## config.mk

```make
export PLATFORM = sky130hd
export DESIGN_NAME = mul_arbiter
export DESIGN_NICKNAME = d
export VERILOG_FILES = /design/src/rtl/mul_arbiter.sv
export SDC_FILE = /design/constraint.sdc
export NUM_CORES = 1
export LEC_CHECK = 0
export ABC_AREA = 1
export CORE_AREA = 2 2 252 254
export DETAILED_ROUTE_END_ITERATION = 10
export DIE_AREA = 0 0 254 256
export GPL_ROUTABILITY_DRIVEN = 0
export PLACE_DENSITY_LB_ADDON = 0.08
export SYNTH_ARGS = -nofsm -noshare
export SYNTH_HDL_FRONTEND = slang
export SYNTH_SLANG_ARGS = --single-unit
export TNS_END_PERCENT = 100
```

## constraint.sdc

```tcl
create_clock -name clk -period 1.6 [get_ports clk]
set_input_delay 0.32 -clock clk [delete_from_list [all_inputs] [get_ports clk]]
set_output_delay 0.32 -clock clk [all_outputs]
set_load 0.01 [all_outputs]
```

## src/rtl/mul_arbiter.sv

```systemverilog
// Two-requester arbiter in front of a single shared multiplier core.
// Define MUL_ARBITER_ROUND_ROBIN_EN for round-robin; default is fixed priority.
module mul_arbiter #(
    parameter int WIDTH = 64
) (
    input  logic                 clk,
    input  logic                 reset,
    input  logic [1:0]           req_valid,
    output logic [1:0]           req_ready,
    input  logic [WIDTH-1:0]     req0_multiplier,
    input  logic [WIDTH-1:0]     req0_multiplicand,
    input  logic [WIDTH-1:0]     req1_multiplier,
    input  logic [WIDTH-1:0]     req1_multiplicand,
    output logic [1:0]           resp_valid,
    input  logic [1:0]           resp_ready,
    output logic [2*WIDTH-1:0]   resp_result,
    output logic [WIDTH-1:0]     m_multiplier,
    output logic [WIDTH-1:0]     m_multiplicand,
    output logic                 m_op_start,
    output logic                 m_op_clear,
    input  logic                 m_op_done,
    input  logic [2*WIDTH-1:0]   m_result,
    output logic                 busy
);

    typedef enum logic [1:0] {
        IDLE  = 2'd0,
        BUSY  = 2'd1,
        RESP  = 2'd2,
        CLEAR = 2'd3
    } state_e;

    state_e               state_q, state_d;
    logic                 grant_q, grant_d;
    logic [WIDTH-1:0]     mplier_q, mplier_d;
    logic [WIDTH-1:0]     mcand_q, mcand_d;
    logic [2*WIDTH-1:0]   result_q, result_d;
    logic                 win;

`ifdef MUL_ARBITER_ROUND_ROBIN_EN
    logic                 last_q, last_d;

    // On contention the requester that was not served last wins.
    always_comb begin
        if (&req_valid) win = ~last_q;
        else            win = ~req_valid[0];
    end
`else
    always_comb win = ~req_valid[0];
`endif

    always_comb begin
        state_d   = state_q;
        grant_d   = grant_q;
        mplier_d  = mplier_q;
        mcand_d   = mcand_q;
        result_d  = result_q;
        req_ready = 2'b00;
`ifdef MUL_ARBITER_ROUND_ROBIN_EN
        last_d    = last_q;
`endif
        unique case (state_q)
            IDLE: begin
                if (|req_valid && !reset) begin
                    req_ready = win ? 2'b10 : 2'b01;
                    state_d   = BUSY;
                    grant_d   = win;
                    mplier_d  = win ? req1_multiplier : req0_multiplier;
                    mcand_d   = win ? req1_multiplicand : req0_multiplicand;
`ifdef MUL_ARBITER_ROUND_ROBIN_EN
                    last_d    = win;
`endif
                end
            end
            BUSY: begin
                if (m_op_done) begin
                    result_d = m_result;
                    state_d  = RESP;
                end
            end
            RESP: begin
                if (resp_ready[grant_q]) state_d = CLEAR;
            end
            CLEAR: state_d = IDLE;
            default: state_d = IDLE;
        endcase
    end

    always_ff @(posedge clk) begin
        if (reset) begin
            state_q  <= IDLE;
            grant_q  <= 1'b0;
            mplier_q <= '0;
            mcand_q  <= '0;
            result_q <= '0;
`ifdef MUL_ARBITER_ROUND_ROBIN_EN
            last_q   <= 1'b1;
`endif
        end else begin
            state_q  <= state_d;
            grant_q  <= grant_d;
            mplier_q <= mplier_d;
            mcand_q  <= mcand_d;
            result_q <= result_d;
`ifdef MUL_ARBITER_ROUND_ROBIN_EN
            last_q   <= last_d;
`endif
        end
    end

    // The core keeps start high through RESP so it holds its done state.
    assign m_op_start     = (state_q == BUSY) || (state_q == RESP);
    assign m_op_clear     = (state_q == CLEAR);
    assign busy           = (state_q != IDLE);
    assign resp_valid     = (state_q == RESP) ? (grant_q ? 2'b10 : 2'b01) : 2'b00;
    assign resp_result    = result_q;
    assign m_multiplier   = mplier_q;
    assign m_multiplicand = mcand_q;

endmodule

```

* Word level (Yosys, flattened, before mapping)
Index checks and enable logic that the tools add are counted. W data, S select, Z words.
Word-level totals: register bits after elaboration 259, input port bits 391, word-level logic and storage cells 35
Cells by class: magnitude comparators 1, equal/unequal tests 6, muxes and demuxes 13, bitwise logic cells 1, reductions and logical operators 9
Operator list (count):
- $mux W64 | 2
- $mux W2 | 8
- $pmux W2 S4 | 1
- $ne A2 B2 Y1 const B | 3
- $eq A2 B2 Y1 const B | 2
- $reduce_and A2 Y1 | 2
- $reduce_and A3 Y1 | 1
- $eq A2 B1 Y1 const B | 1
- $logic_not A2 Y1 | 1
- $lt A1 B2 Y1 const B | 1
- $mux W1 | 2
- $reduce_bool A2 Y1 | 1
- $reduce_or A2 Y1 | 1
- $logic_and A1 B1 Y1 | 1
- $logic_not A1 Y1 | 1
- $logic_or A1 B1 Y1 | 1
- $not A1 Y1 | 1

* Longest topological paths before layout
Gate-level depths: netlist of run 1.
depth after elaboration 4, depth in mapped cells 8, depth with buffers taken out 7

* Worst setup path before layout of run 1
Ideal clock, no wire load.
path kind register to output, start point register state_q[0], end point output port req_ready[0], arrival time 1442 ps, required time 1280 ps, slack -162 ps, cell stages (with the launch flop) 7, cell sequence dfxtp_1 inv_1 ha_1 buf_2 buf_1 inv_1 nor2_1
Between the ends: longest elaborated chain between the ends 2
Ends and longest elaborated chain:
- start: declaration | RTL line 33 | state_e state_q, state_d;
- start signal: assignment | RTL line 100 | state_q <= state_d;
- $logic_not A2 Y1 | RTL line 62 | unique case (state_q)
- $mux W2 | RTL line 62
- end: declaration | RTL line 9 | output logic [1:0] req_ready,
No other way between the ends.

* Worst setup path in the final report of run 1
start point register state_q[0], end point output port req_ready[1]
The elaborated chain is that of the path after synthesis.

==> out/metrics.yaml, run 1 <==
setup-violations-final: 7
drive_gt1_share_pct: 7.42
slew_headroom_pct: 44.0
synth_area_um2: 11000
cts_tree: "built"
n_fill_cell: 6870
fin_cells: 3099
ys_ff_latch: 259
area_growth_pct: 81.2
postSynthAreaPerCell_um2: 6.94
ff2ff_path_depth: 7
htree_levels: 2
root_buffer: "clkbuf_16"
violations: "negative setup slack"
leakage_nw: 8.92
dieHeight_um: 256
crit_arrival_ns: 1.51
ys_seq_area_share_pct: 47.1
worstPathCellList: "inv_2 > ha_4 > nand2_4 > or2_4 > inv_2 > buf_6"
io_pins: 654
grt-ovfl-total: 0
rsz0062_at_grt: "yes"
initial_utilization_pct: 17.6
powerDensity_nw_per_um2: 1320
hold_end: "m_multiplier[31]"
fin_crit_sh_pct: 115
path_clk_slew_ns: 0.05
cts.path.max_buffers: 3
die_w_um: 254
clk_latency_ns: 0.54
min_path_cells: 4
cap_viol_max_count: 0
io_buffer_count: 653
first_iter_violations: 593
dieArea_um2: 65000
drt_wl_total_um: 57100
post-route-util_pct: 32.0
hold_viol: 0
cpPeakStageDelay_ns: 0.32
endpoint_kind: "primary output"
drc: 0
worst_ep_required_time_ns: 1.28
vias: 12600
fmax_ghz: 0.546
hpwl_um: 40000
worst_pin_slew_ns: 0.839
postRouteAntennaNets: 0
pre_cts_ws_ns: -0.574
fin_skew_ns: 0.0186
worstSetupPathType: "reg -> out"
critPathTopFamily: "flip-flops"
dr.pass1.iters: 5
crit_top_cell: "inv_2"
row_count: 92
grt_antenna_before_repair: 13
wl_per_cell_um: 18.4
worstHoldStart: "req_valid[0]"
r2r-start: "state_q[0]"
grt_pass1_wl_um: 79200
grt_pass1_vias: 12400
ys.warnings.count: 0
start_kind: "flip-flop"
place_inst: 3022
slew_viol_final: 0
mostFrequentLayoutCell: "clkdlybuf4s50_1"
yosysUniqueCellTypes: 21
hold_class: "in -> reg"
r2r_slack_ns: 0.09
irDropWorstVdd_v: 0.000693
setup_ws_ns: -0.232
fin_nets: 2625
viasPerCell: 4.06
reg2reg_to: "m_multiplier[44]"
grt_usage_pct: 16.1
crit_fanout: 2
cp_num_buf_inv: 3
layout_common_cells: "clkdlybuf4s50_1, nand2_1, nor2_1"
critPathSlowestCell: "dfxtp_2"
synthesis.instances: 1584
syn_nets: 1980
cts.sink_count: 259
grt_max_degree: 104
timing.final.crit_period_ns: 1.83
status: "complete, but fails checks"
numCtsBuffers: 36
hold_buffers: 0
core_area_um2: 62400
## layer usage
metal	vias up	part of all wire [%]	GRT usage [%]
li1	6357	-	-
met1	5664	39	17.6
met2	448	48	27.6
met3	80	11	8.00
met4	20	2.0	4.20
met5	-	0.21	0
## flip-flops by register name, indices dropped and copies added, names as in the netlist
register        count
grant_q             1
state_q             2
m_multiplier       64
m_multiplicand     64
resp_result       128
## synth_stat cells
cell      count  share of area [%]
nor2_1      264                9.0
o21ai_1      16               0.73
buf_2        23                1.0
nand2_1     265                9.0
a21oi_1     128                5.8
o21ai_0     240                 11
nand2_2       2               0.11
buf_1         4               0.14
dfxtp_1     259                 47
inv_1       140                4.8
or2_1         1              0.057
nand4_1       2               0.11
a21oi_2       1              0.080
nand2_4       1               0.10
nand3b_1      1              0.068
buf_4        19                1.3
buf_6         3               0.31
ha_1          5               0.57
clkbuf_1     77                2.6
inv_2         1              0.034
nand3_1     132                6.0
## area by class of cell
cell class                 instances  area [um2]  area share [%]
clock inverter                     8         126           0.634
antenna                            3        7.51          0.0377
sequential                       259        5190            26.0
inverter                         141         538            2.70
clock buffer                      51        1020            5.11
timing repair buffer             732        7220            36.2
tap                              846        1060            5.31
multi-input combinational       1059        4770            24.0
## worst min-delay path: cells and delay by family
family / cells / cell delay (ns)
AOI/OAI and AO/OA: 2 / 0.17
buffers and inverters: 1 / 0.11
and+or+nand+nor: 1 / 0.07
## logic make-up (layout without fill, tap and decap cells)
logic type	Yosys count	after routing	share of synthesized area, %
buf+inv	267	932	10.2
other cells	0	3	0
compound gates	385	385	17.6
fa+ha+maj	5	5	0.569
flops	259	259	47.1
simple gates	668	669	24.5
## power by group
group,switching [W],internal (W)
clock,0.00308,0.00490
combinational,0.00565,0.00454
sequential,0.000570,0.00767
## metrics by stage
step                      hold WS (ns)  total power, W  setup TNS, ns  area, um2
after floorplan                  0.469          0.0126              0      11000
after global placement           0.448          0.0181         -73.29      18700
after detailed placement         0.451          0.0181         -66.66      18700
after CTS                        0.186          0.0259          -1.12      19700
after global routing             0.218          0.0281          -1.31      19900
final                            0.197          0.0264         -0.844      19900
## worst max path at each step
| stage | start | end | cells past startpoint |
|---|---|---|---|
| 2_1_floorplan | state_q[0] | req_ready[0] | 6 |
| 3_3_place_gp | req_valid[1] | req_ready[1] | 7 |
| 3_5_place_dp | req_valid[1] | req_ready[1] | 7 |
| 4_1_cts | state_q[0] | req_ready[1] | 6 |
| 5_1_grt | state_q[0] | req_ready[1] | 6 |
| 6_report | state_q[0] | req_ready[1] | 6 |
## timing repair
item / CTS / global route
setup buffers: 2 / 2
cloned: 1 / 10
resized for setup: 322 / 20
endpoints found under the setup margin: 391 / 154
endpoints found under the hold margin: 0 / 0
pin swaps: 2 / 1
Power figures use the tool's default switching activity.
==> run 2: changes to the inputs <==
CORE_AREA = 2 2 253 255   (was 2 2 252 254)
DIE_AREA = 0 0 255 257   (was 0 0 254 256)
clock period = 2.1 ns   (was 1.6 ns; I/O delays follow)
==> out/metrics.yaml, run 2 (synthesis results as in run 1) <==
clk_latency_ns: 0.54  # about the same
start_kind: "flip-flop"
fmax_ghz: 0.501
cap_viol_max_count: 0  # unchanged
slew_headroom_pct: 26.0  # -18 points
worstHoldStart: "req_valid[0]"
io_buffer_count: 653  # unchanged
fin_nets: 2583  # -1.6%
largest_reg_flops: 128  # unchanged
crit_fanout: 3  # +1
dr.pass1.iters: 4  # -1
io_pins: 654  # unchanged
fin_skew_ns: 0.0192  # +0.000609 ns
die_w_um: 255  # +0.39%
htree_levels: 2  # unchanged
grt_max_degree: 117  # +13%
reg2reg_to: "m_multiplier[63]"
dieHeight_um: 257  # +0.39%
area_growth_pct: 78.6
viasPerCell: 3.98  # -1.8%
timing.hold.ws_ns: 0.320  # +0.124 ns
final-seq-area_um2: 5180  # about the same
grt_pass1_vias: 12100  # -2.9%
drt_wl_total_um: 55200  # -3.3%
dieArea_um2: 65500  # +0.79%
first_iter_violations: 498  # -16%
grt_antenna_before_repair: 10  # -3
drive_gt1_share_pct: 4.74  # -2.7 points
powerDensity_nw_per_um2: 992  # -25%
hold_class: "in -> reg"
post-route-util_pct: 31.3  # -0.64 points
ff2ff_path_depth: 7  # unchanged
hpwl_um: 40600  # +1.4%
cts.sink_count: 259  # unchanged
fin_cells: 3063  # -1.2%
setup-violations-final: 0  # -7
status: "complete, no violations"
leakage_nw: 7.60  # -15%
slew_viol_final: 0  # unchanged
hold_end: "grant_q"
drc: 0  # unchanged
r2r_slack_ns: 0.34  # +0.25 ns
irDropWorstVdd_v: 0.000912  # +31%
layout_common_cells: "clkdlybuf4s50_1, nand2_1, nor2_1"
root_buffer: "clkbuf_16"
numCtsBuffers: 36  # unchanged
cts.path.max_buffers: 3  # unchanged
fin_total_pwr_w: 0.0195  # -26%
wl_per_cell_um: 18.0  # -2.2%
fin_crit_sh_pct: 95.1
path_clk_slew_ns: 0.06  # about the same
n_fill_cell: 6737  # -1.9%
place_inst: 2993  # -0.96%
vias: 12200  # -2.9%
postRouteAntennaNets: 0  # unchanged
worst_ep_required_time_ns: 1.68  # +0.40 ns
critPathTopFamily: "buffers and inverters"
endpoint_kind: "primary output"
crit_arrival_ns: 1.58  # +0.07 ns
timing.final.crit_period_ns: 2.00
r2r-start: "state_q[0]"
worst_pin_slew_ns: 1.11  # +0.270 ns
worstPathCellList: "buf_4 > ha_1 > nand2_1 > inv_1 > clkdlybuf4s15_1"
rsz0062_at_grt: "no"
tns_ns: 0  # +0.844 ns
multi_input_area_um2: 4720  # -1.2%
min_path_cells: 4  # unchanged
row_count: 92  # unchanged
initial_utilization_pct: 17.5  # -0.097 points
hold_viol: 0  # unchanged
worstSetupPathType: "reg -> out"
critPathSlowestCell: "dfxtp_1"
core_area_um2: 62700  # +0.55%
cpPeakStageDelay_ns: 0.34  # +0.02 ns
mostFrequentLayoutCell: "clkdlybuf4s50_1"
cts_tree: "built"
grt_pass1_wl_um: 78700  # -0.71%
grt-ovfl-total: 0  # unchanged
grt_usage_pct: 16.0  # -0.12 points
cp_num_buf_inv: 3  # unchanged
run 2: cell count changes in the layout (fill, tap and decap cells not counted), sizes merged:
cell | before | now
clkinv | 4 | 3
nand2 | 269 | 268
clkinvlp | 0 | 1
clkbuf | 60 | 61
buf | 81 | 41
clkdlybuf4s15 | 16 | 1
bufinv | 3 | 0
dlygate4sd2 | 238 | 4
clkdlybuf4s50 | 388 | 644
run 2: layer usage:
layer | vias up | part of all wire, % | GRT usage (%)
met5 | - | 0.17 | 0
met4 | 14 | 1.6 | 3.77
met3 | 54 | 11 | 7.01
met2 | 423 | 48 | 27.6
met1 | 5440 | 40 | 18.0
li1 | 6272 | - | -
run 2: layout make-up:
class / count / share of cell area, %
Timing Repair Buffer: 691 / 35.5
Sequential cell: 259 / 26.4
Multi-Input combinational cell: 1058 / 24.0
Clock buffer: 60 / 5.71
Tap cell: 846 / 5.39
Inverter: 141 / 2.71
Clock inverter: 5 / 0.178
Antenna cell: 3 / 0.0382
run 2: per-stage QoR:
step / instance area (um2) / setup WS, ns
detailed placement: 18500 / -0.274
global route: 19600 / 0.00237
floorplan: 11000 / 0.238
CTS: 19600 / 0.00425
global placement: 18500 / -0.350
finish: 19600 / 0.104
run 2: timing repair:
item                                    CTS  global route
resized for setup                        12             5
buffers inserted                          1             1
hold buffers                              0             0
pin swaps                                 1             0
endpoints found under the setup margin    7            13
cloned                                    0             0
run 2: where the power goes:
| group | switching (W) | internal (W) | leakage [nW] |
|---|---|---|---|
| clock | 0.00239 | 0.00364 | 0.566 |
| sequential | 0.000456 | 0.00584 | 2.12 |
| combinational | 0.00380 | 0.00337 | 4.92 |
| total | 0.00664 | 0.0128 | 7.60 |
run 2: how the worst max path moves through the flow:
stage	startpoint	end	slack [ns]	cells after the start
after floorplan	state_q[0]	req_ready[0]	0.24	6
after global placement	req_valid[1]	req_ready[1]	-0.35	7
after detailed placement	req_valid[1]	m_multiplier[40]	-0.27	8
final	state_q[1]	resp_valid[1]	0.10	5
after CTS	state_q[1]	resp_valid[0]	0.004	5
after global routing	state_q[1]	req_ready[1]	0.002	6
run 2: worst min-delay path: stages:
cell,delay [ns]
buf_6,0.11
or2_1,0.12
buf_4,0.11
a21oi_2,0.04
==> run 3: changes to the inputs <==
CTS_CLUSTER_DIAMETER = 80   (was not set)
==> out/metrics.yaml, run 3 (synthesis results as in run 1) <==
layout_common_cells: "clkdlybuf4s50_1, nand2_1, nor2_1"
fin_crit_sh_pct: 95.0  # about the same
mostFrequentLayoutCell: "clkdlybuf4s50_1"
status: "complete, no violations"
viasPerCell: 3.99  # about the same
slew_headroom_pct: 27.0  # +0.94 points
dpl_cell_area_um2: 18500  # unchanged
timing.final.crit_period_ns: 1.99  # -0.00178 ns
reg2reg_to: "m_multiplier[63]"
crit_arrival_ns: 1.57  # about the same
clk_latency_ns: 0.54  # about the same
ff2ff_path_depth: 7  # unchanged
irDropWorstVdd_v: 0.000902  # -1.1%
first_iter_violations: 500  # +0.40%
r2r-start: "state_q[0]"
dieHeight_um: 257  # unchanged
hold_buffers: 0  # unchanged
grt_usage_pct: 16.0  # about the same
cts_tree: "built"
dieArea_um2: 65500  # unchanged
wl_per_cell_um: 18.0  # about the same
initial_utilization_pct: 17.5  # unchanged
post-route-util_pct: 31.3  # about the same
fmax_ghz: 0.501  # about the same
core_area_um2: 62700  # unchanged
hold_class: "in -> reg"
die_w_um: 255  # unchanged
path_clk_slew_ns: 0.06  # about the same
grt_pass1_wl_um: 78800  # +0.22%
final-seq-area_um2: 5180  # unchanged
hpwl_um: 40600  # unchanged
n_fill_cell: 6729  # -0.12%
io_pins: 654  # unchanged
htree_levels: 2  # unchanged
fin_skew_ns: 0.0271  # +0.00783 ns
vias: 12200  # +0.025%
start_kind: "flip-flop"
drc: 0  # unchanged
worstSetupEndpoint: "resp_valid[1]"
fin_nets: 2584  # +0.039%
place_inst: 2993  # unchanged
grt_pass1_vias: 12100  # +0.12%
rsz0062_at_grt: "no"
slew_viol_final: 0  # unchanged
area_growth_pct: 78.5  # about the same
worstSetupPathType: "reg -> out"
drive_gt1_share_pct: 4.57  # -0.18 points
multi_input_area_um2: 4720  # unchanged
postRouteAntennaNets: 0  # unchanged
dr.pass1.iters: 4  # unchanged
grt_max_degree: 117  # unchanged
numCtsBuffers: 38  # +5.6%
powerDensity_nw_per_um2: 995  # +0.32%
root_buffer: "clkbuf_16"
setup-violations-final: 0  # unchanged
grt_antenna_before_repair: 10  # unchanged
fin_cells: 3061  # -0.065%
crit_fanout: 3  # unchanged
endpoint_kind: "primary output"
cts.sink_count: 259  # unchanged
final_area_um2: 19600  # about the same
leakage_nw: 7.59  # -0.12%
drt_wl_total_um: 55200  # about the same
largest_reg_flops: 128  # unchanged
worst_pin_slew_ns: 1.10  # -0.0141 ns
r2r_slack_ns: 0.35  # about the same
grt-ovfl-total: 0  # unchanged
crit_path_start: "state_q[1]"
row_count: 92  # unchanged
fin_total_pwr_w: 0.0195  # +0.30%
worst_ep_required_time_ns: 1.68  # about the same
cap_viol_max_count: 0  # unchanged
hold_viol: 0  # unchanged
io_buffer_count: 653  # unchanged
cts.path.max_buffers: 3  # unchanged
[run 3: changes by cell type in the layout (fill, tap and decap cells not counted), sizes merged]
cell and change:
buf -1, bufinv +1, clkbuf -3, inv +1
[run 3: per-stage QoR]
stage	setup WS [ns]	TNS, ns	hold WS, ns
floorplan	0.238	0	0.483
global placement	-0.350	-30.14	0.447
detailed placement	-0.274	-27.16	0.451
CTS	0.00487	0	0.303
global route	0.00750	0	0.330
finish	0.106	0	0.326
[run 3: final cells by class]
cell class                      count  share of cell area, %
Clock buffer                       57                   5.52
Multi-Input combinational cell   1058                   24.0
Sequential cell                   259                   26.4
Tap cell                          846                   5.39
Antenna cell                        3                 0.0382
Clock inverter                      7                  0.395
Timing Repair Buffer              690                   35.5
Inverter                          141                   2.71
[run 3: per-layer routing]
layer	up-vias	GRT usage [%]	routed length, um
met5	-	0	91
met2	423	27.6	26200
met3	58	7.04	6030
li1	6278	-	-
met4	14	3.70	856
met1	5433	18.0	22000
[run 3: worst min path at each step]
stage	from	endpoint	slack [ns]	cells past startpoint
after floorplan	m_multiplier[39]	m_multiplier[39]	0.48	2
after global placement	m_multiplicand[47]	m_multiplicand[47]	0.45	2
after detailed placement	m_multiplicand[28]	m_multiplicand[28]	0.45	2
after CTS	req_valid[0]	grant_q	0.30	4
after global routing	req_valid[0]	grant_q	0.33	4
final	req_valid[0]	grant_q	0.33	4
[run 3: power by group]
part	internal [W]	switching, W
Clock	0.00368	0.00241
Sequential	0.00584	0.000455
Combinational	0.00336	0.00380
Total	0.0129	0.00666
[run 3: timing repair]
| action | CTS | global route |
|---|---|---|
| setup buffers | 1 | 0 |
| endpoints found under the hold margin | 0 | 0 |
| pin swaps | 1 | 1 |
| resized for setup | 12 | 5 |
| setup endpoints to repair | 7 | 12 |
| cloned | 0 | 0 |
[run 3: critical path, cell delays in order (launching register included)]
cell and delay (ns):
dfxtp_1 0.34, buf_4 0.13, ha_1 0.18, nand2_1 0.06
inv_1 0.06, clkdlybuf4s15_1 0.27
